**src/rtl/slave_fifo.sv**
```systemverilog
// rtl/slave_fifo.sv - valid/ready receive stage with first-word-fall-through FIFO
// Backpressure comes only from registered occupancy; no consumer-to-ready path.
module slave_fifo #(
   parameter int L     = 8,
   parameter int DEPTH = 4,
   parameter int AW    = $clog2(DEPTH)
) (
   input  logic          clk,
   input  logic          rst,
   input  logic          valid,
   output logic          ready,
   input  logic [L-1:0]  data_in,
   output logic          out_valid,
   input  logic          out_ready,
   output logic [L-1:0]  data_out,
   output logic [AW:0]   count
);

   localparam logic [AW:0]   FULL    = (AW+1)'(DEPTH);
   localparam logic [AW:0]   CNT_ONE = (AW+1)'(1);
   localparam logic [AW-1:0] PTR_ONE = AW'(1);

   logic [L-1:0]  mem [DEPTH];
   logic [AW-1:0] wr_ptr;
   logic [AW-1:0] rd_ptr;
   logic [AW:0]   count_next;
   logic          push;
   logic          pop;

   assign out_valid = (count != '0);
   assign push      = valid & ready;
   assign pop       = out_valid & out_ready;
   assign data_out  = mem[rd_ptr];

   always_comb begin
      count_next = count;
      case ({push, pop})
         2'b10:   count_next = count + CNT_ONE;
         2'b01:   count_next = count - CNT_ONE;
         default: count_next = count;
      endcase
   end

   // ready looks at next occupancy so a push reaching full drops it on the same edge
   always_ff @(posedge clk or negedge rst) begin
      if (!rst) begin
         wr_ptr <= '0;
         rd_ptr <= '0;
         count  <= '0;
         ready  <= 1'b0;
      end else begin
         if (push) wr_ptr <= wr_ptr + PTR_ONE;
         if (pop)  rd_ptr <= rd_ptr + PTR_ONE;
         count <= count_next;
         ready <= (count_next < FULL);
      end
   end

   always_ff @(posedge clk) begin
      if (push) mem[wr_ptr] <= data_in;
   end

endmodule

```
**config.mk**
```make
export PLATFORM = sky130hd
export DESIGN_NAME = slave_fifo
export DESIGN_NICKNAME = d
export VERILOG_FILES = /design/src/rtl/slave_fifo.sv
export SDC_FILE = /design/constraint.sdc
export NUM_CORES = 1
export LEC_CHECK = 0
export BUFFER_PORTS_ARGS = -buffer_cell sky130_fd_sc_hd__buf_4
export CAP_MARGIN = 30
export CORE_ASPECT_RATIO = 1.25
export CORE_MARGIN = 10
export CORE_UTILIZATION = 57
export CTS_BUF_LIST = sky130_fd_sc_hd__clkbuf_4 sky130_fd_sc_hd__clkbuf_8
export DETAILED_ROUTE_END_ITERATION = 6
export PLACE_DENSITY = 0.91
export SLEW_MARGIN = 20
export SYNTH_ARGS = -nofsm -noshare
export SYNTH_HDL_FRONTEND = slang
export SYNTH_SLANG_ARGS = --single-unit
```
**constraint.sdc**
```tcl
create_clock -name clk -period 2.06 [get_ports clk]
set_input_delay 0.103 -clock clk [delete_from_list [all_inputs] [get_ports clk]]
set_output_delay 0.103 -clock clk [all_outputs]
set_load 0.05 [all_outputs]
```
After elaboration in Yosys (flattened, before gate mapping)
Memories as Yosys holds them, arrays and structs flattened. Index checks and enable logic that the tools add are counted.

Flip-flop bits (word level): 8. Bits in latches: 0. Bits in writable memories: 32. Memory bits (read-only): 0. Input bits: 12. Output and inout port bits: 13. Logic and storage cells: 18. Memories: 1.

Memory list: mem (depth 4, bits a word 8, rd ports 1, clocked after Yosys merged registers in 0, write ports 1, line 23) `logic [L-1:0] mem [DEPTH];`.

Add/subtract/negate cells: 4. $mul: 0. Div/mod/pow operators: 0. Magnitude comparators: 1. Equality and inequality tests: 2. Shift operators: 0. Multiplexer cells: 3. Bitwise gates (word level): 2. Reduce and logical (&&, ||, !) cells: 1.

Operators by type and width (number): one-hot mux 3 bit (2 select lines) (1); adder 2 x 1 -> 2 bit (second input constant) (2); adder 3 x 1 -> 3 bit (second input constant) (1); less-than comparator 3 bit (second input constant) (1); nonzero test 3 bit (1); subtractor 3 x 1 -> 3 bit (second input constant) (1); AND 1 bit (2); == test 2 x 1 -> 1 bit (second input constant) (1); == test 2 bit (second input constant) (1); two-way mux 1 bit (2).

Longest topological paths before layout
Depth in word-level cells: 5. Depth in mapped cells: 6. Gate-level depth less buffers: 6.

Least setup slack after synthesis
No wires, ideal clock.

Kind: register to register. From: reg (tool-made name). To: reg (tool-made name). Library setup time: 0.082 ns. Arrival: 2.016 ns. Data required time: 1.978 ns. Path slack: -0.038 ns. Stages on the path, launching flop included: 7. Buffers on the path: 0. Cells stage by stage: dfrtp_1 > o31a_1 > ha_1 > fa_1 > xnor2_1 > nor2_1 > xor2_1.

==> results_dict.tcl <==
set metrics [dict create \
    irDropWorstVdd_v 0.00111 \
    clock_latency_ns 0.32 \
    antenna_diode_instance_count 0 \
    hold_violations_final 0 \
    worst_path_max_delay_cell "sky130_fd_sc_hd__dfrtp_2" \
    timing_max_transition_violations_final 0 \
    count_of_input_and_output_buffers 24 \
    crit_family "adder cells" \
    grt_antenna_before_repair 0 \
    top_usage_layer "met2" \
    via_count_of_the_first_global_routing_pass 918 \
    worst_ep_arrival_time_ns 2.21 \
    period_share 0.951 \
    number_of_placement_rows 21 \
    tritoncts "built" \
    ys_seq_area_frac 0.734 \
    skew_ns 0.00507 \
    globalRoute.totalOverflow 0 \
    holdCritPathClass "in2async" \
    maximum_number_of_pins_on_one_net_before_global_route_repair 12 \
    floorplan.core_area_mm2 0.00268 \
    synth.yosys.warnings 0 \
    pre_cts_ws_ns 0.0814 \
    pin_count 25 \
    synth_area_mm2 0.00158 \
    finish.net_count 133 \
    root_buffer "sky130_fd_sc_hd__clkbuf_4" \
    gp_congestion 0.696 \
    cts_inserted_buffers 5 \
    timing.critical_path.cells "o31a_1 -> ha_1 -> fa_1 -> xnor2_1 -> nor2_2 -> xor2_1" \
    initial_core_utilization 0.591 \
    cts-root-to-sink-buffers 2 \
    globalRouteTotalUtil 0.107 \
    clkSinkCount 40 \
    pwr_density_cell_mw_per_mm2 1540 \
    dpl_cell_area_mm2 0.00180 \
    final.hold.worst_slack_ns 0.118 \
    grt_util_met1 0.113 \
    run_status "complete, no violations" \
    timing.max_slew.rel_slack 0.716 \
    cp.required_ns 2.31 \
    critical_path.endpoint_type "flip-flop" \
    grt_util_met3 0.0449 \
    critical_path.max_stage_delay_ns 0.46 \
    min_period_ns 1.96 \
    cp.buffers_inverters 0 \
    total_setup_buffers_inserted_after_cts 0 \
    detailed_routing_iterations_pass_1 4 \
    floorplan.die.height_um 78.9 \
    layout.cells.most_common "sky130_fd_sc_hd__edfxtp_1" \
    h-tree-depth 2 \
    post-route-cell-area_mm2 0.00195 \
    totalNegativeSetupSlack_ns 0 \
    routed_via_density 5.31 \
    grt_pass1_wl_um 4310 \
    setup_viol_count_final 0 \
    rsz0062_at_grt "no" \
    initialDrtViolationCount 17 \
    cap_violations 0 \
    die_area_mm2 0.00530 \
    syn_inst 76 \
    setup.worst_path.start_class "flip-flop" \
    die_x_um 67.1 \
    wl_per_cell_um 17.7 \
    cp_max_fo 5 \
    total_leakage_power_nw 0.741 \
    synth_nets 94 \
    routed-via-count 796 \
    area_growth_syn_to_layout_pct 23.1 \
    tightestPinTransition_ns 0.426 \
    leading_cell_types_in_the_layout_fill_and_taps_excluded "32 x sky130_fd_sc_hd__edfxtp_1, 25 x sky130_fd_sc_hd__buf_4, 9 x sky130_fd_sc_hd__dlygate4sd3_1" \
    setup.worst_path.class "reg2reg" \
    drc 0 \
    post_route_cells_drive_above_1_share 0.388 \
    ys_ff_latch 40 \
    post_cts_clock_slew_at_the_launch_and_capture_registers_of_the_worst_setup_and_hold_paths_ns 0.11 \
    route.antenna.remaining_nets 0 \
    worst_case_setup_margin_in_the_final_layout_ns 0.101 \
    maxClockFrequency_ghz 0.510 \
    synth.distinct_cells 16 \
    syn_area_per_cell_um2 20.8 \
    use_met2 0.188 \
    detail_route.wirelength_um 2650 \
]
[cells by family after synthesis]
logic type                 share of synthesized area
muxes                                          0.128
and+or+nand+nor                               0.0269
DFF                                            0.734
buffers and inverters                         0.0150
AOI/OAI and AO/OA                            0.00553
adders and majority gates                     0.0522
xor gates and xnor gates                      0.0387
[area by class of cell]
cell class | count | area (µm²)
Inverter | 2 | 7.51
Tap cell | 34 | 42.5
Fill cell | 194 | 732
Sequential cell | 40 | 1160
Clock inverter | 1 | 3.75
Multi-Input combinational cell | 32 | 400
Timing Repair Buffer | 34 | 278
Clock buffer | 7 | 52.6
[report_power, final]
part	leakage, nW	internal (mW)	switching (mW)
combinational	0.325	0.544	0.854
clock	0.0338	0.158	0.220
sequential	0.382	1.06	0.163
[metal layers]
layer,vias up,wire length [µm]
met4,0,0
met1,400,1010
met3,0,181
li1,375,-
met2,21,1460
met5,-,0
[path summary, 6_finish.rpt]
| check | end | start | slack [ns] | cells past startpoint |
|---|---|---|---|---|
| min in group clk | rd_ptr[0] | out_ready | 0.15 | 3 |
| max in group asynchronous | async pin | rst | 1.80 | 2 |
| max | flip-flop | flip-flop | 0.10 | 6 |
| min | count[0] | rst | 0.12 | 2 |
| min reg2reg | flip-flop | flip-flop | 0.54 | 1 |
| max reg2reg | flip-flop | flip-flop | 0.10 | 6 |
[repair_timing]
item | 4_1_cts | 5_1_grt
hold endpoints to repair | 40 | 0
endpoints found under the setup margin | 0 | 2
hold buffers | 9 | 0
gates resized for setup | 0 | 1
[registers in the layout (all words and copies together), names as in the netlist, named ones only]
name,flops
mem,32
count,2
rd_ptr,2
wr_ptr,2
ready,1
[Yosys cell counts]
master | number | area, µm²
sky130_fd_sc_hd__fa_1 | 1 | 20.0
sky130_fd_sc_hd__clkbuf_2 | 1 | 5.00
sky130_fd_sc_hd__o31a_1 | 1 | 8.76
sky130_fd_sc_hd__and3_1 | 4 | 25.0
sky130_fd_sc_hd__xnor2_1 | 5 | 43.8
sky130_fd_sc_hd__ha_1 | 5 | 62.6
sky130_fd_sc_hd__nor2_1 | 1 | 3.75
sky130_fd_sc_hd__xor2_1 | 2 | 17.5
sky130_fd_sc_hd__buf_6 | 1 | 11.3
sky130_fd_sc_hd__mux4_2 | 8 | 180
sky130_fd_sc_hd__edfxtp_1 | 32 | 961
sky130_fd_sc_hd__dfrtp_1 | 8 | 200
sky130_fd_sc_hd__mux2_2 | 2 | 22.5
sky130_fd_sc_hd__nand2_1 | 2 | 7.51
sky130_fd_sc_hd__inv_1 | 2 | 7.51
sky130_fd_sc_hd__or3_1 | 1 | 6.26
[stage by stage]
step	util	std cells	total power [mW]
5_1_grt	0.727	150	3.17
3_5_place_dp	0.671	133	2.65
2_1_floorplan	-	76	2.25
3_3_place_gp	0.671	133	2.60
4_1_cts	0.726	150	3.04
6_report	0.727	150	3.00
Note: power is estimated with default switching activity, not from simulation.
